==> config.mk <==
export PLATFORM = sky130hd
export DESIGN_NAME = ram_port_arbiter_flat
export DESIGN_NICKNAME = d
export VERILOG_FILES = /design/src/rtl/ram_port_arbiter_pkg.sv /design/src/rtl/ram_port_arbiter_if.sv /design/src/rtl/ram_port_arbiter.sv /design/src/flat_wrapper.sv
export SDC_FILE = /design/constraint.sdc
export NUM_CORES = 1
export LEC_CHECK = 0
export CORE_ASPECT_RATIO = 0.5
export CORE_UTILIZATION = 25
export CTS_CLUSTER_SIZE = 8
export DETAILED_ROUTE_END_ITERATION = 7
export GPL_TIMING_DRIVEN = 0
export SLEW_MARGIN = 20
export SYNTH_ARGS = -nofsm -noshare
export SYNTH_HDL_FRONTEND = slang
export SYNTH_SLANG_ARGS = --single-unit
==> constraint.sdc <==
create_clock -name ram_clk -period 1.35 [get_ports ram_clk]
set_input_delay 0.405 -clock ram_clk [delete_from_list [all_inputs] [get_ports ram_clk]]
set_output_delay 0.405 -clock ram_clk [all_outputs]
set_load 0.02 [all_outputs]
==> src/rtl/ram_port_arbiter_pkg.sv <==
`default_nettype none
// ----------------------------------------------------------------------------
// Module : ram_arb_pkg
// Brief  : Shared state encoding, port ids and default widths for the arbiter.
// Rev    : 1.0
// ----------------------------------------------------------------------------
package ram_arb_pkg;

    typedef enum logic [1:0] {
        IDLE  = 2'd0,
        ISSUE = 2'd1,
        WAIT  = 2'd2,
        DONE  = 2'd3
    } arb_state_e;

    localparam logic PORT_A = 1'b0;
    localparam logic PORT_B = 1'b1;

    localparam int DEF_ADDR_W = 16;
    localparam int DEF_DATA_W = 8;

endpackage
`default_nettype wire

==> src/rtl/ram_port_arbiter_if.sv <==
`default_nettype none
// ----------------------------------------------------------------------------
// Module : ram_port_arbiter_if
// Brief  : Requester A/B handshakes plus the RAM-side bus of the arbiter.
// Rev    : 1.0
// ----------------------------------------------------------------------------
interface ram_port_arbiter_if #(
    parameter int ADDR_W = ram_arb_pkg::DEF_ADDR_W,
    parameter int DATA_W = ram_arb_pkg::DEF_DATA_W
);
    logic              a_req;
    logic              a_we;
    logic [ADDR_W-1:0] a_addr;
    logic [DATA_W-1:0] a_wdata;
    logic              a_ready;
    logic [DATA_W-1:0] a_rdata;

    logic              b_req;
    logic              b_we;
    logic [ADDR_W-1:0] b_addr;
    logic [DATA_W-1:0] b_wdata;
    logic              b_ready;
    logic [DATA_W-1:0] b_rdata;

    logic              ram_we;
    logic [ADDR_W-1:0] ram_addr;
    logic [DATA_W-1:0] ram_wdata;
    logic [DATA_W-1:0] ram_rdata;

    logic              busy;

    modport slave (
        input  a_req, a_we, a_addr, a_wdata,
        output a_ready, a_rdata,
        input  b_req, b_we, b_addr, b_wdata,
        output b_ready, b_rdata,
        output ram_we, ram_addr, ram_wdata,
        input  ram_rdata,
        output busy
    );

    modport master (
        output a_req, a_we, a_addr, a_wdata,
        input  a_ready, a_rdata,
        output b_req, b_we, b_addr, b_wdata,
        input  b_ready, b_rdata,
        input  ram_we, ram_addr, ram_wdata,
        output ram_rdata,
        input  busy
    );
endinterface
`default_nettype wire

==> src/rtl/ram_port_arbiter.sv <==
`default_nettype none
// ----------------------------------------------------------------------------
// Module : ram_port_arbiter
// Brief  : Round-robin two-port responder in front of a 1-cycle registered RAM.
// Rev    : 1.0
// ----------------------------------------------------------------------------
module ram_port_arbiter
    import ram_arb_pkg::*;
#(
    parameter int ADDR_W      = DEF_ADDR_W,
    parameter int DATA_W      = DEF_DATA_W,
    parameter int WAIT_CYCLES = 1
) (
    input wire                ram_clk,
    input wire                rst,
    ram_port_arbiter_if.slave bus
);

    localparam int               CNT_W    = (WAIT_CYCLES > 1) ? $clog2(WAIT_CYCLES) : 1;
    localparam logic [CNT_W-1:0] CNT_LOAD = CNT_W'(WAIT_CYCLES - 1);

    arb_state_e        state_q, state_d;
    logic              last_q, last_d;
    logic              port_q, port_d;
    logic              we_q, we_d;
    logic [CNT_W-1:0]  cnt_q, cnt_d;
    logic              ram_we_q, ram_we_d;
    logic [ADDR_W-1:0] ram_addr_q, ram_addr_d;
    logic [DATA_W-1:0] ram_wdata_q, ram_wdata_d;
    logic              a_ready_q, a_ready_d;
    logic              b_ready_q, b_ready_d;
    logic [DATA_W-1:0] a_rdata_q, a_rdata_d;
    logic [DATA_W-1:0] b_rdata_q, b_rdata_d;
    logic              grant_b;

    always_comb begin
        state_d     = state_q;
        last_d      = last_q;
        port_d      = port_q;
        we_d        = we_q;
        cnt_d       = cnt_q;
        ram_we_d    = 1'b0;
        ram_addr_d  = ram_addr_q;
        ram_wdata_d = ram_wdata_q;
        a_ready_d   = 1'b0;
        b_ready_d   = 1'b0;
        a_rdata_d   = a_rdata_q;
        b_rdata_d   = b_rdata_q;
        grant_b     = 1'b0;

        unique case (state_q)
            IDLE: begin
                if (bus.a_req || bus.b_req) begin
                    // On a tie the port that did not win last time gets the slot.
                    grant_b     = bus.b_req && (!bus.a_req || (last_q == PORT_A));
                    port_d      = grant_b;
                    last_d      = grant_b;
                    we_d        = grant_b ? bus.b_we    : bus.a_we;
                    ram_addr_d  = grant_b ? bus.b_addr  : bus.a_addr;
                    ram_wdata_d = grant_b ? bus.b_wdata : bus.a_wdata;
                    ram_we_d    = we_d;
                    state_d     = ISSUE;
                end
            end
            ISSUE: begin
                cnt_d   = CNT_LOAD;
                state_d = WAIT;
            end
            WAIT: begin
                if (cnt_q == '0) begin
                    if (!we_q) begin
                        if (port_q == PORT_B) b_rdata_d = bus.ram_rdata;
                        else                  a_rdata_d = bus.ram_rdata;
                    end
                    a_ready_d = (port_q == PORT_A);
                    b_ready_d = (port_q == PORT_B);
                    state_d   = DONE;
                end else begin
                    cnt_d = cnt_q - CNT_W'(1);
                end
            end
            DONE: begin
                state_d = IDLE;
            end
            default: begin
                state_d = IDLE;
            end
        endcase
    end

    always_ff @(posedge ram_clk) begin
        if (!rst) begin
            state_q     <= IDLE;
            last_q      <= PORT_B;
            port_q      <= PORT_A;
            we_q        <= 1'b0;
            cnt_q       <= '0;
            ram_we_q    <= 1'b0;
            ram_addr_q  <= '0;
            ram_wdata_q <= '0;
            a_ready_q   <= 1'b0;
            b_ready_q   <= 1'b0;
            a_rdata_q   <= '0;
            b_rdata_q   <= '0;
        end else begin
            state_q     <= state_d;
            last_q      <= last_d;
            port_q      <= port_d;
            we_q        <= we_d;
            cnt_q       <= cnt_d;
            ram_we_q    <= ram_we_d;
            ram_addr_q  <= ram_addr_d;
            ram_wdata_q <= ram_wdata_d;
            a_ready_q   <= a_ready_d;
            b_ready_q   <= b_ready_d;
            a_rdata_q   <= a_rdata_d;
            b_rdata_q   <= b_rdata_d;
        end
    end

    assign bus.ram_we    = ram_we_q;
    assign bus.ram_addr  = ram_addr_q;
    assign bus.ram_wdata = ram_wdata_q;
    assign bus.a_ready   = a_ready_q;
    assign bus.b_ready   = b_ready_q;
    assign bus.a_rdata   = a_rdata_q;
    assign bus.b_rdata   = b_rdata_q;
    assign bus.busy      = (state_q != IDLE);

endmodule
`default_nettype wire
==> src/flat_wrapper.sv <==
// flat-port wrapper written by rule: the top's interface ports become plain ports
module ram_port_arbiter_flat import ram_arb_pkg::*;
#(
    parameter int ADDR_W      = DEF_ADDR_W,
    parameter int DATA_W      = DEF_DATA_W,
    parameter int WAIT_CYCLES = 1
)
  (ram_clk, rst, bus_a_req, bus_a_we, bus_a_addr, bus_a_wdata, bus_a_ready, bus_a_rdata, bus_b_req, bus_b_we, bus_b_addr, bus_b_wdata, bus_b_ready, bus_b_rdata, bus_ram_we, bus_ram_addr, bus_ram_wdata, bus_ram_rdata, bus_busy);
  ram_port_arbiter_if #(.ADDR_W(ADDR_W), .DATA_W(DATA_W)) bus_i ();
  input wire ram_clk;
  input wire rst;
  input wire logic [$bits(bus_i.a_req)-1:0] bus_a_req;
  input wire logic [$bits(bus_i.a_we)-1:0] bus_a_we;
  input wire logic [$bits(bus_i.a_addr)-1:0] bus_a_addr;
  input wire logic [$bits(bus_i.a_wdata)-1:0] bus_a_wdata;
  output wire logic [$bits(bus_i.a_ready)-1:0] bus_a_ready;
  output wire logic [$bits(bus_i.a_rdata)-1:0] bus_a_rdata;
  input wire logic [$bits(bus_i.b_req)-1:0] bus_b_req;
  input wire logic [$bits(bus_i.b_we)-1:0] bus_b_we;
  input wire logic [$bits(bus_i.b_addr)-1:0] bus_b_addr;
  input wire logic [$bits(bus_i.b_wdata)-1:0] bus_b_wdata;
  output wire logic [$bits(bus_i.b_ready)-1:0] bus_b_ready;
  output wire logic [$bits(bus_i.b_rdata)-1:0] bus_b_rdata;
  output wire logic [$bits(bus_i.ram_we)-1:0] bus_ram_we;
  output wire logic [$bits(bus_i.ram_addr)-1:0] bus_ram_addr;
  output wire logic [$bits(bus_i.ram_wdata)-1:0] bus_ram_wdata;
  input wire logic [$bits(bus_i.ram_rdata)-1:0] bus_ram_rdata;
  output wire logic [$bits(bus_i.busy)-1:0] bus_busy;
  assign bus_i.a_req = bus_a_req;
  assign bus_i.a_we = bus_a_we;
  assign bus_i.a_addr = bus_a_addr;
  assign bus_i.a_wdata = bus_a_wdata;
  assign bus_a_ready = bus_i.a_ready;
  assign bus_a_rdata = bus_i.a_rdata;
  assign bus_i.b_req = bus_b_req;
  assign bus_i.b_we = bus_b_we;
  assign bus_i.b_addr = bus_b_addr;
  assign bus_i.b_wdata = bus_b_wdata;
  assign bus_b_ready = bus_i.b_ready;
  assign bus_b_rdata = bus_i.b_rdata;
  assign bus_ram_we = bus_i.ram_we;
  assign bus_ram_addr = bus_i.ram_addr;
  assign bus_ram_wdata = bus_i.ram_wdata;
  assign bus_i.ram_rdata = bus_ram_rdata;
  assign bus_busy = bus_i.busy;
  ram_port_arbiter #(.ADDR_W(ADDR_W), .DATA_W(DATA_W), .WAIT_CYCLES(WAIT_CYCLES)) u_core (.ram_clk(ram_clk), .rst(rst), .bus(bus_i));
endmodule
==> results by group <==
Clocking
  • Worst-path clk slew: around 0.060 ns
  • CTS max path bufs: 2
  • CTS HTree Levels: 2
  • Cts bufs inserted: 5
  • CTS sink cnt: 48
  • CTS tree: done
  • Root Driver: clkbuf_16
  • CTS Hold Bufs: 0
  • Later-pin clock latency in the skew report: around 0.29 ns

Critical path
  • Reg2reg setup slack: -0.06 ns
  • Crit path arrival time: between 1 and 1.5 ns
  • Critical-path cell list: inv_4 > ha_4 > inv_2 > buf_6
  • Kind of critical path: reg2out
  • Crit Path Max Fanout: 4
  • Worst path required time: 0.95 ns
  • FF-to-FF End: u_core.state_q[1]$_SDFFE_PN0P_
  • Worst path max stage delay: about 0.33 ns
  • Reg2Reg Depth: 6
  • Reg2reg start: u_core.state_q[0]$_SDFFE_PN0P_
  • Startpoint types: register
  • Slowest cell on crit path: dfxtp_2
  • Worst setup EP type: output port
  • Buf+Inv Stages, Crit Path: 3
  • CP top delay family: flip-flops

Die
  • Die width: 129 um
  • I/O pins: roughly 110
  • Row count: 22
  • Die area: ~8400 um2
  • Die height: 65.5 um
  • Starting density of the core: around a quarter
  • Placeable Area: about 7600 um2

Min path
  • Hold/Removal Path Class: reg2reg
  • Min-delay src: u_core.port_q$_SDFFE_PN0P_
  • Hold Path Sink: u_core.bus.a_ready$_SDFF_PP0_
  • Hold path cells: 1

Timing
  • RSZ-0062 raised after global routing: true
  • Final Skew: a little over 0.002 ns
  • Post-route setup slack: -0.0782 ns
  • Fmax: about 700 MHz
  • Period Utilization, post-route: 106%
  • Worst hold slack: between 0.4 and 0.5 ns
  • Max Slew Vio Count: 0
  • Final hold violations: 0
  • Setup violators final: 4
  • Crit path time final: 1.43 ns
  • Worst-Margin Slew: ~0.44 ns
  • Slew Limit Headroom: a little under three quarters

Global route
  • Largest net degree at the start of global routing: 15
  • GR Util All Layers: 15.1%
  • First-pass GRT wire length: around 9800 um
  • Vias in the first global route: 1983
  • Initial antenna violation count: 0
  • GRT overflow: 0

Synthesis
  • #FFs+latches synth: between 40 and 50
  • Count leader, synth: a21oi_1
  • Synth Warn #: 0
  • Syn Area/Cell: between 8 and 9 um2
  • Synth area leader: dfxtp_1
  • Sequential cell area fraction in the yosys report: a little under half
  • Most common library cells after synthesis: a21oi_1, dfxtp_1, nand2_1
  • Mapped Nets: 290
  • Synth top area cells: dfxtp_1, a21oi_1, mux2i_1
  • Ys flop type: dfxtp_1
  • Post-Syn Instances: around 220
  • Distinct cells, synth: 24
  • Synthesized cell area: between 2000 and 2500 um2
  • EDFF count, synth: 0
  • Post-synth top area share: between 40% and 50%
  • Async SR Flop Fraction: 0%

Route
  • Initial detailed-routing violation count: 95
  • Remaining DRCs: 0
  • DR pass1 iterations: 4
  • Drt via density: ~4.4
  • Antenna Nets Post-Route: 0
  • Routed WL: 6350 um
  • Wire length per cell: between 10 and 15 um
  • Vias post-DR: ~2k

Run
  • Max cap viols: 0

Placed design
  • Pre-CTS WS: -0.555 ns
  • PortBufs: between 100 and 150
  • GPL Wtd Cong: 0.774
  • Placed Cells: 436
  • Placed wire-length estimate: around 4600 um

Cells and area
  • Layout cell share with drive strength beyond 1: approximately a quarter
  • Area growth syn-to-layout: 68.7%
  • Non-Filler Instances: 454
  • Antenna Cells: 0
  • Filler cells: 743
  • Util after Layout: between 40 and 50%
  • Post-layout nets: 411

Power and ir drop
  • Pwr Density: around 1900 nW/um2
  • Tot Pwr: 6340 uW
  • VDD IR max: 0.000671 V
  • Leakage Power: about 0.0015 uW

Run status
  • Run status: finished, violations left
  • Failing checks: negative setup slack
[area by class of cell]
| cell class | instances | area (um2) | area share (%) |
|---|---|---|---|
| inverters | 3 | 13.8 | 0.405 |
| clock inverters | 2 | 10.0 | 0.295 |
| well taps | 108 | 135 | 3.98 |
| repair buffers | 114 | 993 | 29.2 |
| plain buffers | 16 | 148 | 4.34 |
| clock buffers | 6 | 139 | 4.09 |
| flip-flops and latches | 48 | 963 | 28.4 |
| multi-input cells | 157 | 996 | 29.3 |
[timing repair]
item,in CTS,in global routing
endpoints found under the setup margin,85,72
pin swaps,1,4
gates cloned,0,2
buffers inserted,4,4
gates resized for setup,126,63
[cells in the final DEF (no fill, tap or decap), types with 4 or more instances in the layout]
master and instances:
a21oi_1 43, a21oi_2 7, buf_4 9, buf_6 11
clkbuf_1 4, clkbuf_16 5, clkbuf_2 27, clkdlybuf4s15_1 5
clkdlybuf4s15_2 11, clkdlybuf4s50_1 58, dfxtp_1 46, mux2i_1 18
nand2_1 27, nor2b_1 18, o21ai_0 11, o21ai_1 15
[through the flow]
stage / instance area, um2 / setup TNS [ns]
global route: 3400 / -1.02
floorplan: 2020 / 0
detailed placement: 3190 / -14.59
CTS: 3430 / -0.180
finish: 3400 / -0.175
global placement: 3190 / -13.05
[sequential cells by signal, summed over array words and instances, names as in the netlist, 2 cells and up]
signal / count
u_core.bus.a_rdata: 8
u_core.bus.ram_addr: 16
u_core.state_q: 2
u_core.bus.b_rdata: 8
u_core.bus.ram_wdata: 8
[metal layers]
metal  track usage, %  wire (um)  vias up
met5                0          0        -
met4             5.74         57        0
met3             3.42        189        6
met2             26.1       3250       41
met1             18.5       2860      944
li1                 -          -     1011
[worst max-delay path by stage]
stage	from	end	slack (ns)	depth (start not counted)
global placement	bus_a_req	u_core.bus.ram_wdata[0]$_SDFFE_PN0P_	-0.49	5
detailed placement	bus_a_req	u_core.bus.ram_wdata[0]$_SDFFE_PN0P_	-0.56	5
finish	u_core.state_q[0]$_SDFFE_PN0P_	bus_busy	-0.08	4
CTS	u_core.state_q[0]$_SDFFE_PN0P_	bus_busy	-0.1	4
global route	u_core.state_q[0]$_SDFFE_PN0P_	bus_busy	-0.13	4
floorplan	u_core.state_q[0]$_SDFFE_PN0P_	u_core.state_q[0]$_SDFFE_PN0P_	0.0004	4
[where the power goes]
group / total [uW] / switching, uW / internal (uW) / leakage, uW
clock: 1280 / 546 / 731 / 0.0000766
combinational: 3030 / 1600 / 1430 / 0.000987
sequential: 2030 / 223 / 1810 / 0.000395
[kinds of logic after synthesis]
kind of cell               after synthesis  synth area share [%]
DFF                                     48                  47.7
and+or+nand+nor                         53                  13.0
AOI/OAI and AO/OA                       82                  22.0
muxes                                   18                  8.94
adders and majority gates                4                  2.48
buffers and inverters                   19                  5.84
No activity file was read; power rests on OpenSTA's default activity.
